`src/rtl/sat_pkg.sv`:
```
// Shared SAT-engine definitions: default widths, scanner states and literal/clause
// field extractors used by the clause store and the clause evaluators.
package sat_pkg;

  localparam int SAT_NUM_CLAUSES         = 64;
  localparam int SAT_VAR_ID_BITS         = 8;
  localparam int SAT_NUM_VARS_PER_CLAUSE = 3;
  localparam int SAT_K                   = 16;

  localparam int SAT_LIT_W     = SAT_VAR_ID_BITS + 1;
  localparam int SAT_CL_W      = SAT_LIT_W * SAT_NUM_VARS_PER_CLAUSE;
  localparam int SAT_ROW_W     = SAT_CL_W * SAT_K;
  localparam int SAT_NUM_ROWS  = SAT_NUM_CLAUSES / SAT_K;
  localparam int SAT_ADDR_W    = $clog2(SAT_NUM_CLAUSES);

  typedef enum logic [1:0] {IDLE, SCAN, DONE} state_t;

  // Pointer width that never collapses to zero for single-row memories.
  function automatic int ptr_w(input int n);
    return (n > 1) ? $clog2(n) : 1;
  endfunction

  localparam int SAT_ROW_PTR_W = ptr_w(SAT_NUM_ROWS);

  function automatic logic [SAT_LIT_W-1:0] clause_lit(input logic [SAT_CL_W-1:0] cl,
                                                      input int idx);
    return cl[idx*SAT_LIT_W +: SAT_LIT_W];
  endfunction

  function automatic logic lit_neg(input logic [SAT_LIT_W-1:0] lit);
    return lit[SAT_LIT_W-1];
  endfunction

  function automatic logic [SAT_VAR_ID_BITS-1:0] lit_var(input logic [SAT_LIT_W-1:0] lit);
    return lit[SAT_VAR_ID_BITS-1:0];
  endfunction

endpackage

```
`src/rtl/clause_row_ram.sv`:
```
// Row-organised clause store: K-lane clause-granular write, registered full-row read.
module clause_row_ram #(
  parameter int K         = 16,
  parameter int CL_W      = 27,
  parameter int NUM_ROWS  = 4,
  parameter int ROW_PTR_W = 2,
  parameter     INIT_FILE = ""
) (
  input  logic                      clk,
  input  logic                      rst,
  input  logic [K-1:0]              we,
  input  logic [ROW_PTR_W-1:0]      waddr,
  input  logic [CL_W-1:0]           wdata,
  input  logic                      re,
  input  logic [ROW_PTR_W-1:0]      raddr,
  output logic [K-1:0][CL_W-1:0]    rdata
);

  logic [K-1:0][CL_W-1:0] mem [NUM_ROWS];

  // Storage itself is never reset so clauses survive rst.
  always_ff @(posedge clk) begin
    for (int j = 0; j < K; j++)
      if (we[j]) mem[waddr][j] <= wdata;
  end

  // Read register only advances on re, so a stalled beat holds its data.
  always_ff @(posedge clk) begin
    if (rst)     rdata <= '0;
    else if (re) rdata <= mem[raddr];
  end

endmodule

```
`src/rtl/clause_memory.sv`:
```
// Clause memory with a row scanner streaming K clauses per beat under valid/ready.
module clause_memory
  import sat_pkg::*;
#(
  parameter int NUM_CLAUSES           = 64,
  parameter int VAR_ID_BITS           = 8,
  parameter int NUM_VARS_PER_CLAUSE   = 3,
  parameter int NUM_CLAUSES_PER_CYCLE = 16,
  parameter     INIT_FILE             = "",
  localparam int K         = NUM_CLAUSES_PER_CYCLE,
  localparam int LIT_W     = VAR_ID_BITS + 1,
  localparam int CL_W      = LIT_W * NUM_VARS_PER_CLAUSE,
  localparam int ROW_W     = CL_W * K,
  localparam int NUM_ROWS  = NUM_CLAUSES / K,
  localparam int ADDR_W    = $clog2(NUM_CLAUSES),
  localparam int ROW_PTR_W = ptr_w(NUM_ROWS)
) (
  input  logic                 clk,
  input  logic                 rst,
  input  logic                 wr_valid,
  output logic                 wr_ready,
  input  logic [ADDR_W-1:0]    wr_addr,
  input  logic [CL_W-1:0]      wr_clause,
  output logic                 wr_err,
  input  logic [ADDR_W:0]      cfg_num_clauses,
  input  logic                 start,
  output logic                 busy,
  output logic                 done,
  output logic                 out_valid,
  input  logic                 out_ready,
  output logic [ROW_W-1:0]     out_slice,
  output logic [K-1:0]         out_mask,
  output logic [ROW_PTR_W-1:0] out_row,
  output logic                 out_last
);

  localparam logic [ADDR_W:0] CAP = (ADDR_W+1)'(NUM_CLAUSES);

  state_t state, state_nx;

  logic [ADDR_W:0]        n_q, n_in, n_sel;
  logic [ROW_PTR_W-1:0]   last_q, last_in, last_sel, rd_row, wr_row;
  logic                   start_go, accept, rd_en, wr_fire, wr_inrange;
  logic [K-1:0]           mask_nx, we;
  logic                   last_nx;
  logic [K-1:0][CL_W-1:0] row_q;

  // Next row to fetch: row 0 on start, otherwise the row after the accepted one.
  always_comb begin
    n_in     = (cfg_num_clauses > CAP) ? CAP : cfg_num_clauses;
    last_in  = (n_in == '0) ? '0 : ROW_PTR_W'((int'(n_in) - 1) / K);
    start_go = (state == IDLE) && start;
    accept   = out_valid && out_ready;
    rd_en    = (start_go && (n_in != '0)) || ((state == SCAN) && accept && !out_last);
    rd_row   = start_go ? '0 : out_row + 1'b1;
    n_sel    = start_go ? n_in : n_q;
    last_sel = start_go ? last_in : last_q;
    last_nx  = (rd_row == last_sel);
    for (int j = 0; j < K; j++)
      mask_nx[j] = (int'(rd_row) * K + j) < int'(n_sel);
  end

  always_comb begin
    wr_fire    = wr_valid && wr_ready;
    wr_inrange = {1'b0, wr_addr} < CAP;
    wr_row     = ROW_PTR_W'(int'(wr_addr) / K);
    we         = '0;
    if (wr_fire && wr_inrange) we = K'(1) << (int'(wr_addr) % K);
  end

  always_ff @(posedge clk) begin
    if (rst) state <= IDLE;
    else     state <= state_nx;
  end

  always_comb begin
    state_nx = state;
    wr_ready = 1'b0;
    busy     = 1'b0;
    done     = 1'b0;
    unique case (state)
      IDLE: begin
        wr_ready = !start;
        if (start) state_nx = (n_in == '0) ? DONE : SCAN;
      end
      SCAN: begin
        busy = 1'b1;
        if (accept && out_last) state_nx = DONE;
      end
      DONE: begin
        busy     = 1'b1;
        done     = 1'b1;
        state_nx = IDLE;
      end
      default: state_nx = IDLE;
    endcase
  end

  always_ff @(posedge clk) begin
    if (rst) begin
      out_valid <= 1'b0;
      out_row   <= '0;
      out_mask  <= '0;
      out_last  <= 1'b0;
      n_q       <= '0;
      last_q    <= '0;
      wr_err    <= 1'b0;
    end else begin
      if (start_go) begin
        n_q    <= n_in;
        last_q <= last_in;
      end
      if (rd_en) begin
        out_valid <= 1'b1;
        out_row   <= rd_row;
        out_mask  <= mask_nx;
        out_last  <= last_nx;
      end else if (accept && out_last) begin
        out_valid <= 1'b0;
      end
      if (wr_fire && !wr_inrange) wr_err <= 1'b1;
    end
  end

  clause_row_ram #(
    .K(K), .CL_W(CL_W), .NUM_ROWS(NUM_ROWS), .ROW_PTR_W(ROW_PTR_W), .INIT_FILE(INIT_FILE)
  ) u_ram (
    .clk   (clk),
    .rst   (rst),
    .we    (we),
    .waddr (wr_row),
    .wdata (wr_clause),
    .re    (rd_en),
    .raddr (rd_row),
    .rdata (row_q)
  );

  assign out_slice = row_q;

endmodule

```
`config.mk`:
```
export PLATFORM = sky130hd
export DESIGN_NAME = clause_memory
export DESIGN_NICKNAME = d
export VERILOG_FILES = /design/src/rtl/sat_pkg.sv /design/src/rtl/clause_row_ram.sv /design/src/rtl/clause_memory.sv
export SDC_FILE = /design/constraint.sdc
export NUM_CORES = 2
export LEC_CHECK = 0
export CELL_PAD_IN_SITES_DETAIL_PLACEMENT = 1
export CELL_PAD_IN_SITES_GLOBAL_PLACEMENT = 2
export CORE_MARGIN = 4
export CORE_UTILIZATION = 44
export DETAILED_ROUTE_END_ITERATION = 12
export PLACE_DENSITY = 0.87
export SLEW_MARGIN = 30
export SYNTH_ARGS = -nofsm -noshare
export SYNTH_HDL_FRONTEND = slang
export SYNTH_SLANG_ARGS = --single-unit
```
`constraint.sdc`:
```
create_clock -name clk -period 7.4 [get_ports clk]
set_input_delay 1.48 -clock clk [delete_from_list [all_inputs] [get_ports clk]]
set_output_delay 1.48 -clock clk [all_outputs]
set_load 0.02 [all_outputs]
```
Word-level counts from Yosys, hierarchy flattened
Memory sizes are Yosys's and may differ from the RTL's. A register that Yosys moved wholly into a read port is not among the register bits.
Index checks and enable logic that the tools add are counted.
Operators by class
  eq/ne operators: 5
  $lt $le $gt $ge: 17
  multiplexer cells: 47
  add/subtract/negate cells: 18
  div/mod/pow operators: 0
  reductions and logical operators: 17
  shifts and indexed selects: 1
  multipliers: 0
  bitwise logic cells: 1
Operator list (number)
  less-than comparator 7 bit: 15
  adder 6 x 4 -> 7 bit, second input constant: 8
  2-to-1 mux 1 bit: 37
  adder 6 x 3 -> 7 bit, second input constant: 4
  2-to-1 mux 16 bit: 1
  << shifter 1 x 4 -> 16 bit, first input constant: 1
  adder 6 x 2 -> 7 bit, second input constant: 2
  2-to-1 mux 7 bit: 2
  2-to-1 mux 2 bit: 6
  subtractor 7 x 1 -> 8 bit, second input constant: 1
  adder 6 x 1 -> 7 bit, second input constant: 1
  > comparator 7 bit, second input constant: 1
  logical AND 1 bit: 7
  zero test 7 bit: 1
  less-than comparator 6 x 7 -> 1 bit: 1
  nonzero test 7 bit: 1
  one-hot mux 2 bit (2 select lines): 1
  OR reduction 4 bit: 1
  adder 2 x 1 -> 2 bit: 1
  adder 2 x 1 -> 2 bit, second input constant: 1
  equality test 2 x 1 -> 1 bit, second input constant: 1
  equality test 2 bit: 1
  equality test 2 bit, second input constant: 1
  zero test 1 bit: 2
  other kinds (8): 8
Storage, ports and cells
  flip-flop bits (word level): 31
  logic and storage cells: 114
  output and inout bits: 456
  bits in read-only memories: 0
  bits in latches: 0
  memories: 1
  bits in writable memories: 1728
Memories
  u_ram.mem: words 4, bits a word 432, rd ports 1, clocked after memory_dff 1, write ports 1, line clause_row_ram.sv:19  | logic [K-1:0][CL_W-1:0] mem [NUM_ROWS];

Logic depth before layout (Yosys ltp)
  depth in word-level cells: 9
  gate-level depth with buffers: 15
  mapped depth without buffers: 11

Cells and area by module
Synthesis repeated with hierarchy kept, for this count alone.
Unflattened totals
  cell total of the unflattened synthesis: 4477
  area total of the unflattened synthesis: 83163.5 um2
By module, submodules not included
  clause_row_ram: times used 1, cells an instance 4250, area each 81401.8 um2
  clause_memory: times used 1, cells an instance 227, area each 1761.7 um2

Worst setup path before layout
No wires, ideal clock.
  path type: input-to-reg
  start: in start
  end: mem u_ram.mem[1][135] (netlist bit) (enable)
  buffers on the path: 1
  required time: 6989 ps
  slack: 3404 ps
  stages: 5
  data arrival time: 3585 ps
  cells stage by stage: buf_2 > and3b_1 > nor3b_1 > nand3_1 > nor2_1
Between the ends
  longest elaborated chain between the ends: 6
Ends and longest elaborated chain
  from (decl): line clause_memory.sv:26  | input logic start,
  zero test 1 bit: line clause_memory.sv:83  | wr_ready = !start;
  2-to-1 mux 1 bit: line clause_memory.sv:81  | unique case (state)
  logical AND 1 bit: line clause_memory.sv:64  | wr_fire = wr_valid && wr_ready;
  2-to-1 mux 16 bit: line clause_memory.sv:68  | if (wr_fire && wr_inrange) we = K'(1) << (int'(wr_addr) % K);
  2-to-1 mux 1 bit: line clause_row_ram.sv:24  | if (we[j]) mem[waddr][j] <= wdata;
  2-to-1 mux 1 bit (not written as such): line clause_row_ram.sv:24
  to (decl): line clause_row_ram.sv:19
Every way passes these cells.

Worst setup path after layout
  start: in start
  end: out wr_ready
Between the ends
  longest elaborated chain between the ends: 2
Ends and longest elaborated chain
  zero test 1 bit: line clause_memory.sv:83
  2-to-1 mux 1 bit: line clause_memory.sv:81
  to (decl): line clause_memory.sv:21  | output logic wr_ready,
Every way passes these cells.

==> summary.md <==
| Metric | Value |
|---|---|
| Max_cap viols | `0` |
| Routed met1 length | `103000 um` |
| Most frequent CP cell | `clkdlybuf4s50_1` |
| Status | `completed` |
| Final setup fails | `0` |
| Hold buffer count at cts | `0` |
| Vias | `55.7k` |
| Cells along the critical path | `clkdlybuf4s50_1 -> nor2b_1 -> clkdlybuf4s50_1` |
| Core Box Area | `0.183 mm2` |
| Die width | `438 um` |
| Yosys warnings | `0` |
| Cell variety after synth | `54` |
| Top routing layer used | `met4` |
| CTS max path bufs | `3` |
| P_sw | `0.00733 W` |
| Clock latency at the later pin of the worst-skew pair | `860 ps` |
| H-tree depth | `4` |
| Pins Over Slew Limit | `0` |
| Ranking of synthesized cells by area | `edfxtp_1 64%, dfxtp_1 11%, nand2_1 10%` |
| Arrival time worst endpoint | `3060 ps` |
| Port-buffer cells | `499` |
| EDFF count, synth | `1728` |
| Routed wl met3 | `14700 um` |
| Post_cts resized | `0` |
| Worst-margin pin slew | `1180 ps` |
| Num CTS Buffers | `220` |
| Initial antenna violation count | `19` |
| Sw frac | `26.0%` |
| Clk sinks | `2191` |
| Post-synth top flop | `edfxtp_1` |
| RePlAce Congestion | `0.767` |
| LEAKAGE | `33.0 nW` |
| Initial DRC count | `5228` |
| Worst setup path class | `primary input to output port` |
| Final Util | `52.5%` |
| Setup TNS Final | `0 ps` |
| Seq/Total Area, Yosys | `75.1%` |
| Fin. Hold Viols | `0` |
| Pwr per Cell Area | `292 mW/mm2` |
| Highest Clock Rate | `220 MHz` |
| Async S/R FF share, synth | `0%` |
| Setup skew after layout | `26.5 ps` |
| Yosys top cell area share | `63.7%` |
| Worst Hold Class | `flop to flop` |
| Internal power | `0.0208 W` |
| DRT antenna net count | `0` |
| Routed WL per cell | `26.3 um` |
| Synth top cells by count | `2196 x nand2_1, 1728 x edfxtp_1, 1303 x nand3_1` |
| Top cell type by total area after synthesis | `edfxtp_1` |
| Final HPWL DP | `139000 um` |
| # IOs | `501` |
| Flop pwr share | `49.1%` |
| CTS root buffer | `clkbuf_16` |
| Final Net Count | `7235` |
| Synthesized area | `0.0814 mm2` |
| Remaining DRCs | `0` |
| Die height | `438 um` |
| Synthesized flop and latch total | `2191` |
| Final WL | `260000 um` |
| Tcrit/Tclk final | `61.4%` |
| WP data required | `5920 ps` |
| Synth Instances | `6776` |
| Crit start category | `primary input` |
| Syn nets | `6828` |
| Row count | `157` |
| CTS tree | `done` |
| Avg Cell Area, Syn | `12.0 um2` |
| Total grt overflow | `0` |
| CP endpoint kind | `output port` |
| Logic pwr share | `12.0%` |
| Slowest-stage cell, CP | `clkdlybuf4s50_1` |
| Fin crit period | `4540 ps` |
| Clock transition at the registers of the reported paths | `50 ps` |
| DR WL met2 | `130000 um` |
| Clk network pwr share | `38.9%` |
| First-pass GRT wire length | `381000 um` |
| Rel. slew slack | `21.2%` |
| Largest net degree at the start of global routing | `163` |
| Area Growth Syn to Fin | `18.3%` |
| Setup bufs post-CTS | `0` |
| Critical path peak fanout | `13` |
| Layout cells sized above 1 | `7.60%` |
| GRT Overall Usage | `26.6%` |
| DRT Pass-1 Iters | `5` |
| Post-DR vias/cell | `5.65` |
| VDD IR-drop max | `232 uV` |
| Number of global-route vias before repair | `58.8k` |
| Initial Util | `44.4%` |
| Unrepaired setup endpoints after global routing | `no` |
| DIE AREA | `0.192 mm2` |
| Most frequent cell after synthesis | `nand2_1` |
| Max incr delay on CP | `650 ps` |
flip-flops by register name, indices dropped and copies added (netlist names):
register / cells
u_ram.mem: 1728
u_ram.rdata: 432
out_mask: 16
n_q: 7
last_q: 2
out_row: 2
state: 2
out_last: 1
out_valid: 1
final cells by class:
class,count,area (um2)
fill,18800,87100
sequential,2191,61200
multi-input combinational,4129,18400
timing repair buffer,635,6560
clock buffer,324,6240
tap,2464,3080
clock inverter,94,853
antenna,16,40.0
inverter,6,37.5
power groups by stage:
| stage | Sequential [W] | Combinational (W) | Clock (W) |
|---|---|---|---|
| 3_5_place_dp | 0.0141 | 0.00337 | 0 |
| 6_report | 0.0138 | 0.00337 | 0.0110 |
| 2_1_floorplan | 0.0143 | 0.00159 | 0 |
| 3_3_place_gp | 0.0141 | 0.00326 | 0 |
| 5_1_grt | 0.0138 | 0.00364 | 0.0117 |
| 4_1_cts | 0.0138 | 0.00340 | 0.0111 |
cell families after synthesis:
logic type | synth area share (%)
simple gates | 18.9
buf+inv | 2.69
fa+ha+maj | 0.108
compound gates | 3.15
other cells | 0.00460
xor+xnor | 0.0323
flops | 75.1
mux | 0.0123
metrics by stage:
| step | instances | power, W | cell area (um2) | setup WS, ps | hold WS, ps |
|---|---|---|---|---|---|
| floorplan | 6776 | 0.0159 | 81400 | 3400 | 450 |
| global placement | 9408 | 0.0173 | 88700 | 1990 | 438 |
| detailed placement | 9421 | 0.0175 | 89100 | 2000 | 444 |
| CTS | 9839 | 0.0284 | 96200 | 2850 | 452 |
| global route | 9849 | 0.0292 | 96300 | 2810 | 467 |
| finish | 9859 | 0.0282 | 96300 | 2860 | 450 |
path summary, 6_finish.rpt:
path | slack (ps) | end | depth (start not counted) | start
worst max-delay path | 2860 | wr_ready | 3 | start
worst min-delay path | 450 | u_ram.rdata[195] | 2 | u_ram.rdata[195]
worst max register to register | 3410 | u_ram.rdata[27] | 10 | state[0]
worst min register to register | 450 | u_ram.rdata[195] | 2 | u_ram.rdata[195]
placed cells by master, fill, tap and decap left out, types with 3 or more instances in the layout:
master	netlist	routed
buf_12	0	24
clkbuf_1	109	75
bufinv_16	0	11
clkinv_2	0	33
nand2b_1	8	6
a21oi_1	455	455
edfxtp_1	1728	1728
clkinvlp_4	0	6
ha_1	7	7
buf_6	3	18
and4b_1	5	5
nor3_1	3	3
nor3b_1	3	3
a22oi_1	4	4
nor2_2	0	50
inv_1	5	4
clkbuf_8	0	24
nand3_1	1303	1303
buf_4	29	98
nand2_1	2196	2194
o21ai_0	12	12
buf_16	0	13
clkinv_1	0	30
nor2_1	82	18
nor2b_1	7	7
dfxtp_1	463	463
diode_2	0	16
inv_16	0	4
nor2_4	0	14
buf_2	275	10
inv_6	0	4
clkdlybuf4s50_1	0	471
clkbuf_16	0	225
worst max-delay path: cells and delay by family:
kind | cells | cell delay, ps
buf+inv | 2 | 1290
simple gates | 1 | 290
routing by layer:
layer	vias to the layer above	global-route usage [%]
met5	-	0
met4	0	11.5
met3	404	3.41
met2	1866	46.1
met1	28800	33.6
li1	24600	-
No activity file was read; power rests on OpenSTA's default activity.
